$ cat src/rtl/pipe_adder_pkg.sv
// Shared constants and helpers for the pipelined segment adder.
package pipe_adder_pkg;

  localparam int DEF_WIDTH  = 16;
  localparam int DEF_STAGES = 4;

  function automatic int seg_width(input int width, input int stages);
    return width / stages;
  endfunction

endpackage

$ cat src/rtl/pipe_adder_seg.sv
// adder_seg: combinational SEG-bit ripple-carry slice used by each pipeline stage.
module adder_seg
  import pipe_adder_pkg::*;
#(
  parameter int SEG = seg_width(DEF_WIDTH, DEF_STAGES)
) (
  input  logic [SEG-1:0] a,
  input  logic [SEG-1:0] b,
  input  logic           cin,
  output logic [SEG-1:0] s,
  output logic           cout
);

  logic [SEG:0] c;

  always_comb begin
    s    = '0;
    c    = '0;
    c[0] = cin;
    for (int i = 0; i < SEG; i++) begin
      s[i]   = a[i] ^ b[i] ^ c[i];
      c[i+1] = (a[i] & b[i]) | (c[i] & (a[i] ^ b[i]));
    end
  end

  assign cout = c[SEG];

endmodule

$ cat src/rtl/pipe_adder.sv
// Pipelined WIDTH-bit adder, one SEG-bit ripple slice per stage, valid/ready on both sides.
// Optional subtract support is enabled by defining PIPE_ADDER_SUB_EN.
module pipe_adder
  import pipe_adder_pkg::*;
#(
  parameter int WIDTH  = DEF_WIDTH,
  parameter int STAGES = DEF_STAGES
) (
  input  logic             clk,
  input  logic             rst_n,
  input  logic             in_valid,
  output logic             in_ready,
  input  logic [WIDTH-1:0] a_i,
  input  logic [WIDTH-1:0] b_i,
  input  logic             c_i,
`ifdef PIPE_ADDER_SUB_EN
  input  logic             sub_i,
`endif
  output logic             out_valid,
  input  logic             out_ready,
  output logic [WIDTH-1:0] sum_o,
  output logic             co_o,
  output logic             ovf_o
);

  localparam int SEG = seg_width(WIDTH, STAGES);

  typedef struct packed {
    logic             valid;
    logic             carry;
    logic [WIDTH-1:0] a;
    logic [WIDTH-1:0] b;
    logic [WIDTH-1:0] sum;
  } stage_t;

  stage_t           st      [STAGES];
  stage_t           prev    [STAGES];
  logic [SEG-1:0]   seg_s   [STAGES];
  logic             seg_co  [STAGES];
  logic [STAGES:0]  ready;
  logic [WIDTH-1:0] b_eff;
  logic             cin;

`ifdef PIPE_ADDER_SUB_EN
  assign b_eff = sub_i ? ~b_i : b_i;
  assign cin   = c_i ^ sub_i;
`else
  assign b_eff = b_i;
  assign cin   = c_i;
`endif

  always_comb begin
    ready         = '0;
    ready[STAGES] = out_ready;
    for (int k = STAGES - 1; k >= 0; k--) begin
      ready[k] = !st[k].valid || ready[k+1];
    end
  end

  assign in_ready = ready[0];

  for (genvar k = 0; k < STAGES; k++) begin : g_stage
    if (k == 0) begin : g_head
      assign prev[k] = '{valid: in_valid, carry: cin, a: a_i, b: b_eff, sum: '0};
    end else begin : g_body
      assign prev[k] = st[k-1];
    end

    adder_seg #(.SEG(SEG)) u_seg (
      .a    (prev[k].a[k*SEG +: SEG]),
      .b    (prev[k].b[k*SEG +: SEG]),
      .cin  (prev[k].carry),
      .s    (seg_s[k]),
      .cout (seg_co[k])
    );
  end

  // Segment k of the incoming sum is still zero, so OR-ing the new slice in is an insert.
  always_ff @(posedge clk or negedge rst_n) begin
    if (!rst_n) begin
      for (int k = 0; k < STAGES; k++) st[k] <= '0;
    end else begin
      for (int k = 0; k < STAGES; k++) begin
        if (ready[k]) begin
          st[k].valid <= prev[k].valid;
          if (prev[k].valid) begin
            st[k].carry <= seg_co[k];
            st[k].a     <= prev[k].a;
            st[k].b     <= prev[k].b;
            st[k].sum   <= prev[k].sum | (WIDTH'(seg_s[k]) << (k * SEG));
          end
        end
      end
    end
  end

  assign out_valid = st[STAGES-1].valid;
  assign sum_o     = st[STAGES-1].sum;
  assign co_o      = st[STAGES-1].carry;
  assign ovf_o     = (st[STAGES-1].a[WIDTH-1] == st[STAGES-1].b[WIDTH-1]) &&
                     (st[STAGES-1].sum[WIDTH-1] != st[STAGES-1].a[WIDTH-1]);

endmodule

$ cat config.mk
export PLATFORM = sky130hd
export DESIGN_NAME = pipe_adder
export DESIGN_NICKNAME = d
export VERILOG_FILES = /design/src/rtl/pipe_adder_pkg.sv /design/src/rtl/pipe_adder_seg.sv /design/src/rtl/pipe_adder.sv
export SDC_FILE = /design/constraint.sdc
export NUM_CORES = 1
export LEC_CHECK = 0
export BUFFER_PORTS_ARGS = -buffer_cell sky130_fd_sc_hd__buf_2
export CAP_MARGIN = 15
export CORE_MARGIN = 2
export CORE_UTILIZATION = 50
export DETAILED_ROUTE_END_ITERATION = 16
export PLACE_DENSITY = 0.71
export SYNTH_ARGS = -nofsm -noshare
export SYNTH_HDL_FRONTEND = slang
export SYNTH_SLANG_ARGS = --single-unit
$ cat constraint.sdc
create_clock -name clk -period 4 [get_ports clk]
set_input_delay 0 -clock clk [delete_from_list [all_inputs] [get_ports clk]]
set_output_delay 0 -clock clk [all_outputs]
set_load 0.03 [all_outputs]
# Yosys cells after proc, flatten, opt, wreduce, memory -nomap -nowiden
# Cells that the tools add are included.
dict set report op_classes {
  eq_ne 2
  n_bitwise 83
  reduce_logical 13
}
# op n
set op_table {}
lappend op_table {{$and 1x1->1} 32}
lappend op_table {{$xor 1x1->1} 32}
lappend op_table {{$or 1x1->1} 16}
lappend op_table {{$or 16x12->16} 1}
lappend op_table {{$or 16x16->16} 1}
lappend op_table {{$or 4x8->8} 1}
lappend op_table {{$reduce_and 2->1} 4}
lappend op_table {{$logic_not 1->1} 4}
lappend op_table {{$logic_or 1x1->1} 4}
lappend op_table {{$eq 1x1->1} 1}
lappend op_table {{$logic_and 1x1->1} 1}
lappend op_table {{$ne 1x1->1} 1}
dict set report word_totals {
  reg_bits 188
  in_bits 37
  output_inout_bits 20
  word_cells 118
}

# Depth between registers and ports, before layout
# Gate-level depths: netlist of the first run.
dict set report logic_depth {
  word_depth 9
  ltp_mapped 8
  mapped_depth_nobuf 8
}

# Cells and area by module
# From an unflattened synthesis of the first run, not the netlist that was laid out.
dict set report unflattened {
  cells_unflattened 289
  hier_area_um2 4310.4
}
# mod instances cells_per_inst area_each_um2 seq_area_each_um2
set modules_own_cells {}
lappend modules_own_cells {pipe_adder 1 233 3839.9 2452.4}
lappend modules_own_cells {adder_seg 4 14 117.6 0.0}

# Worst setup path before layout of the first run
# Ideal clock, no wire load.
dict set report synth_timing {
  path_type {register -> register}
  from {reg st (netlist bit prev[48])}
  to {reg st (netlist bit sum_o[15])}
  setup_time_ns 0.079
  arrival_time_ns 2.039
  required_time_ns 3.921
  setup_slack_ns 1.882
  stages_incl_launch_ff 9
  n_path_buf 0
  synth_period_minus_slack_ns 2.118
  path_cell_list {dfrtp_1 -> fa_1 -> inv_1 -> fa_1 -> inv_1 -> fa_1 -> inv_1 -> fa_1 -> mux2i_1}
}
dict set report synth_between {
  elab_chain_cells 8
}
# item line
set synth_rtl {}
lappend synth_rtl {{start: declaration} pipe_adder.sv:36} ;# stage_t st [STAGES];
lappend synth_rtl {{$and 1x1->1} pipe_adder_seg.sv:22} ;# c[i+1] = (a[i] & b[i]) | (c[i] & (a[i] ^ b[i]));
lappend synth_rtl {{$or 1x1->1} pipe_adder_seg.sv:22}
lappend synth_rtl {{$and 1x1->1} pipe_adder_seg.sv:22}
lappend synth_rtl {{$or 1x1->1} pipe_adder_seg.sv:22}
lappend synth_rtl {{$and 1x1->1} pipe_adder_seg.sv:22}
lappend synth_rtl {{$or 1x1->1} pipe_adder_seg.sv:22}
lappend synth_rtl {{$xor 1x1->1} pipe_adder_seg.sv:21} ;# s[i] = a[i] ^ b[i] ^ c[i];
lappend synth_rtl {{$or 16x16->16} pipe_adder.sv:90} ;# st[k].sum <= prev[k].sum | (WIDTH'(seg_s[k]) << (k * SEG));
# No other way between the ends.
# A chain may end at the register's enable or synchronous reset.

# Final worst setup path of the first run
# Same ends and word-level chain as after synthesis.

==> results.yml, run 1 <==
status:
  outcome: "completed"
timing:
  slew_headroom_pct: 40.2
  fin_crit_sh_pct: 56.6
  hold_viol: 0
  slew_violations: 0
  worst_slack_ns: 1.74
  worstMarginPinSlew_ns: 0.895
  fin_skew_ns: 0.0117
  rsz0062_at_grt: "false"
  period_minus_slack_ns: 2.26
  setup_viol: 0
  max_freq_ghz: 0.442
  finalSetupTns_ns: 0
detailed_routing:
  first_iter_violations: 89
  dr.pass1.iters: 4
  drc: 0
  routed_wl_um: 6550
  viasPerCell: 4.85
  ant_nets: 0
  wl_per_cell_um: 13.8
  via_count: 2294
worst_setup_path:
  worstSetupPathType: "register to register"
  crit_path_cell_trace: "fa_1, inv_1, fa_1, inv_1, fa_1, inv_1, fa_1, mux2i_1"
  slowest_delay_ns: 0.42
  required_ns: 4.28
  critPathTopFamily: "adder cells"
  crit_fanout: 2
  arrival_ns: 2.55
  crit_top_cell: "fa_1"
  endpoint_kind: "register"
  path_depth: 8
  start_kind: "register"
  cp_slowest_cell: "fa_1"
  path_buf_inv: 3
  ff2ff_path_depth: 8
placed_design:
  place_ws_ns: 1.74
  dp_hpwl_um: 4590
  gp_congestion: 0.733
  dpl_cell_area_mm2: 0.00449
  portBuffers: 56
die:
  core_mm2: 0.00822
  die-area_mm2: 0.00924
  die_h_um: 96.1
  start_util_pct: 51.7
  die_w_um: 96.1
  io-pin-count: 57
  rows: 33
final_layout:
  multiInputGateArea_mm2: 0.00147
  fin_area_mm2: 0.00495
  final_core_util_pct: 60.2
  antenna_cells: 0
  drive_above_1_share_pct: 41.0
  regArea_mm2: 0.00245
  layout.nets: 416
  area_growth_pct: 16.5
  final_cell_mix: "dfrtp_1 (98), mux2_2 (73), buf_2 (55)"
  fill_cells: 661
  final_common_cell: "dfrtp_1"
power:
  vdd_drop_max_mv: 0.303
  power.density_mw_per_mm2: 629
  leakage_nw: 2.34
logic_synthesis:
  synth_top_area_cell: "dfrtp_1"
  yosysUniqueCellTypes: 19
  yosys.area.top_type_share_pct: 57.8
  ys_warn_count: 0
  synthCells: 291
  synthTopCellsByArea: "dfrtp_1 (58%), mux2_2 (19%), fa_1 (7.5%)"
  synth-seq-cells: 98
  syn_area_per_cell_um2: 14.6
  netlist_area_mm2: 0.00425
  synth-seq-area-share_pct: 57.8
  syn_nets: 344
grt:
  antenna_found_initial: 0
  grt_pass1_vias: 2269
  grt-ovfl-total: 0
  grt_max_degree: 69
  grt_pass1_wl_um: 11000
  grt_usage_pct: 16.1
clocking:
  clkSinkCount: 98
  cts_setup_buffers: 0
  cts-root-buf: "clkbuf_8"
  htreeDepth: 3
  insertion_delay_ns: 0.36
  clockBufferDepth: 2
  clk_pin_slew_ns: 0.10
  numCtsBuffers: 9
  cts_tree: "done"
flow_run:
  drv_cap: 0
hold_path:
  hold_path_class: "input port to register"
  hold_depth: 3
==> state kept, by name, summed over array words and instances, names as in the netlist <==
signal / cells
co_o: 1
prev: 78
sum_o: 16
st: 2
out_valid: 1
==> area by class of cell <==
class,count,area share (%)
inverter,38,2.88
tap,105,2.66
timing repair buffer,85,11.5
clock buffer,9,2.50
multi-input combinational,131,29.6
sequential,98,49.6
clock inverter,7,1.24
==> tightest hold or removal path, stage by stage <==
cell and delay [ns]:
buf_2 0.09, fa_1 0.15, mux2_2 0.13
==> cell families after synthesis <==
| logic type | synth area share (%) |
|---|---|
| simple gates | 2.15 |
| flops | 57.8 |
| mux | 23.3 |
| compound gates | 1.50 |
| buf+inv | 7.69 |
| fa+ha+maj | 7.55 |
==> final timing paths <==
kind,start,to,slack [ns]
max,prev[48],sum_o[15],1.74
min,b_i[2],prev[102],0.04
max reg2reg,prev[48],sum_o[15],1.74
min reg2reg,prev[127],prev[127],0.50
max in group asynchronous,rst_n,prev[10],2.83
min in group asynchronous,rst_n,prev[145],0.28
==> through the flow <==
step | hold slack, ns | power, mW | instances
final | 0.0418 | 3.11 | 473
after global placement | 0.151 | 2.48 | 430
after detailed placement | 0.159 | 2.55 | 430
after global routing | 0.0525 | 3.35 | 473
after floorplan | -0.296 | 2.35 | 291
after CTS | 0.0310 | 3.16 | 473
==> Yosys cell counts (all sizes together) <==
cell type / n
and4b: 1
buf: 24
dfrtp: 98
fa: 16
inv: 38
mux2: 80
mux2i: 9
nand2: 6
nand2b: 4
nand3b: 1
nand4b: 1
o21ai: 12
or3: 1
==> repair_timing <==
action / CTS / global route
resized for setup: 0 / 0
endpoints found under the hold margin: 95 / 0
hold buffers: 27 / 0
==> power by group <==
group | internal (mW) | total (mW) | switching [mW] | leakage, nW
logic | 0.470 | 0.992 | 0.522 | 1.10
registers | 1.33 | 1.53 | 0.194 | 1.15
clock network | 0.238 | 0.593 | 0.354 | 0.0952
total | 2.04 | 3.11 | 1.07 | 2.34
==> layer usage <==
layer	up-vias	GRT usage, %	part of all wire [%]
met5	-	0	0
met2	40	23.3	48
li1	1085	-	-
met3	9	3.99	4.3
met1	1160	23.2	46
met4	0	6.79	1.7
Note: power is estimated with default switching activity, not from simulation.
==> inputs of run 2 (changes only) <==
clock period = 2.23 ns   (was 4 ns; I/O delays follow)
==> results.yml, run 2 (synthesis gave the netlist of run 1 again) <==
status:
  outcome: "completed"
detailed_routing:
  via_count: 2302
  ant_nets: 0
  routed.top_layer: "met4"
  first_iter_violations: 88
  viasPerCell: 4.85
  routed-wl-met3_um: 249
  met1_length_um: 3170
  dr.pass1.iters: 4
  routed_wl_um: 6490
  wl_met2_um: 2970
  wl_per_cell_um: 13.7
  drc: 0
worst_setup_path:
  slowest_delay_ns: 0.42
  ff2ff_path_depth: 8
  worstSetupPathType: "register to register"
  r2r_setup_slack_ns: 0.10
  crit_path_cell_trace: "fa_2, inv_2, fa_1, inv_1, fa_2, inv_2, fa_1, mux2i_1"
  arrival_ns: 2.41
  required_ns: 2.51
  regToRegEndpoint: "sum_o[15]"
  r2r_start: "prev[48]"
  endpoint_kind: "register"
  start_kind: "register"
  crit_fanout: 2
  cp_slowest_cell: "dfrtp_1"
timing:
  whs_ns: 0.0645
  setup_viol: 0
  period_minus_slack_ns: 2.13
  slew_violations: 0
  rsz0062_at_grt: "false"
  worstMarginPinSlew_ns: 0.567
  max_freq_ghz: 0.470
  fin_skew_ns: 0.00897
  slew_headroom_pct: 62.2
  hold_viol: 0
  fin_crit_sh_pct: 95.4
grt:
  grt-ovfl-total: 0
  grt_pass1_vias: 2203
  antenna_found_initial: 0
  grt_pass1_wl_um: 10700
  grt_usage_pct: 15.3
  grt_max_degree: 46
final_layout:
  layout.nets: 418
  final_common_cell: "dfrtp_1"
  multiInputGateArea_mm2: 0.00148
  drive_above_1_share_pct: 43.8
  final_cell_mix: "dfrtp_1 (98), mux2_2 (73), buf_2 (55)"
  antenna_cells: 0
  fin_area_mm2: 0.00498
  largest_register_ffs: 78
  area_growth_pct: 17.2
  regArea_mm2: 0.00245
  fill_cells: 647
hold_path:
  hold_start: "c_i"
  min_to: "prev[100]"
  hold_path_class: "input port to register"
  hold_depth: 3
power:
  swShare_pct: 33.9
  leakage_nw: 2.34
  clkPwrFrac_pct: 18.5
  pwr-share-comb_pct: 32.5
  internal-power_mw: 3.69
  power_switching_mw: 1.89
  power.density_mw_per_mm2: 1120
  seq_power_share_pct: 49.0
  vdd_drop_max_mv: 0.477
die:
  core_mm2: 0.00822
  die_w_um: 96.1
  io-pin-count: 57
  start_util_pct: 51.7
  rows: 33
  die-area_mm2: 0.00924
  die_h_um: 96.1
placed_design:
  portBuffers: 56
  dpl_cell_area_mm2: 0.00452
  gp_congestion: 0.708
  dp_hpwl_um: 4540
clocking:
  cts_tree: "done"
  clkSinkCount: 98
  numCtsBuffers: 9
  cts_setup_buffers: 0
  htreeDepth: 3
  clockBufferDepth: 2
  cts-root-buf: "clkbuf_8"
  clk_pin_slew_ns: 0.10
  insertion_delay_ns: 0.35
flow_run:
  drv_cap: 0
run 2: changes by cell type in the layout (fill, tap and decap cells not counted), sizes merged:
cell / before / now
inv: 42 / 39
clkinvlp: 0 / 3
buf: 58 / 60
clkinv: 3 / 2
clkbuf: 9 / 10
run 2: what timing repair did:
item                                   in CTS  in global routing
resized for setup                           2                  8
endpoints found under the hold margin      71                  0
hold buffers                               27                  0
gates cloned                                0                  0
setup endpoints to repair                   1                  3
run 2: routing by layer:
layer | GRT usage, % | vias up
met5 | 0 | -
met4 | 6.67 | 0
met3 | 3.21 | 9
met2 | 21.6 | 39
met1 | 23.0 | 1166
li1 | - | 1088
run 2: area by class of cell:
class / instances / share of cell area, %
inverters: 38 / 2.87
well taps: 105 / 2.64
clock buffers: 10 / 2.77
multi-input cells: 131 / 29.7
clock inverters: 6 / 0.830
flip-flops and latches: 98 / 49.3
repair buffers: 87 / 12.0
run 2: power by group through the flow:
stage / clock [mW] / combinational [mW] / sequential, mW
after floorplan: 0 / 1.54 / 2.68
after global placement: 0 / 1.71 / 2.76
after detailed placement: 0 / 1.77 / 2.79
after CTS: 1.06 / 1.82 / 2.75
after global routing: 1.14 / 2.02 / 2.82
final: 1.03 / 1.82 / 2.74
run 2: how the worst max path moves through the flow:
stage / from / slack [ns] / end
floorplan: prev[48] / 0.11 / sum_o[15]
global placement: prev[48] / 0.06 / sum_o[15]
detailed placement: prev[48] / -0.0007 / sum_o[15]
CTS: prev[98] / 0.03 / prev[11]
global route: prev[98] / 0.001 / prev[11]
finish: prev[48] / 0.10 / sum_o[15]
run 2: worst max-delay path: cells and delay by family (launching register included):
kind                       cells  cell delay, ns
DFF                            1            0.42
buffers and inverters          3            0.19
adders and majority gates      4            1.32
muxes                          1            0.13
run 2: stage by stage:
step,power (mW),setup WS [ns],util (%),TNS [ns],instances
after global placement,4.46,0.0649,55.0,0,432
after global routing,5.99,0.00107,60.6,0,475
after floorplan,4.22,0.112,-,0,291
final,5.59,0.102,60.6,0,475
after CTS,5.63,0.0327,60.5,0,475
after detailed placement,4.56,-0.000682,55.0,-0.000682,432
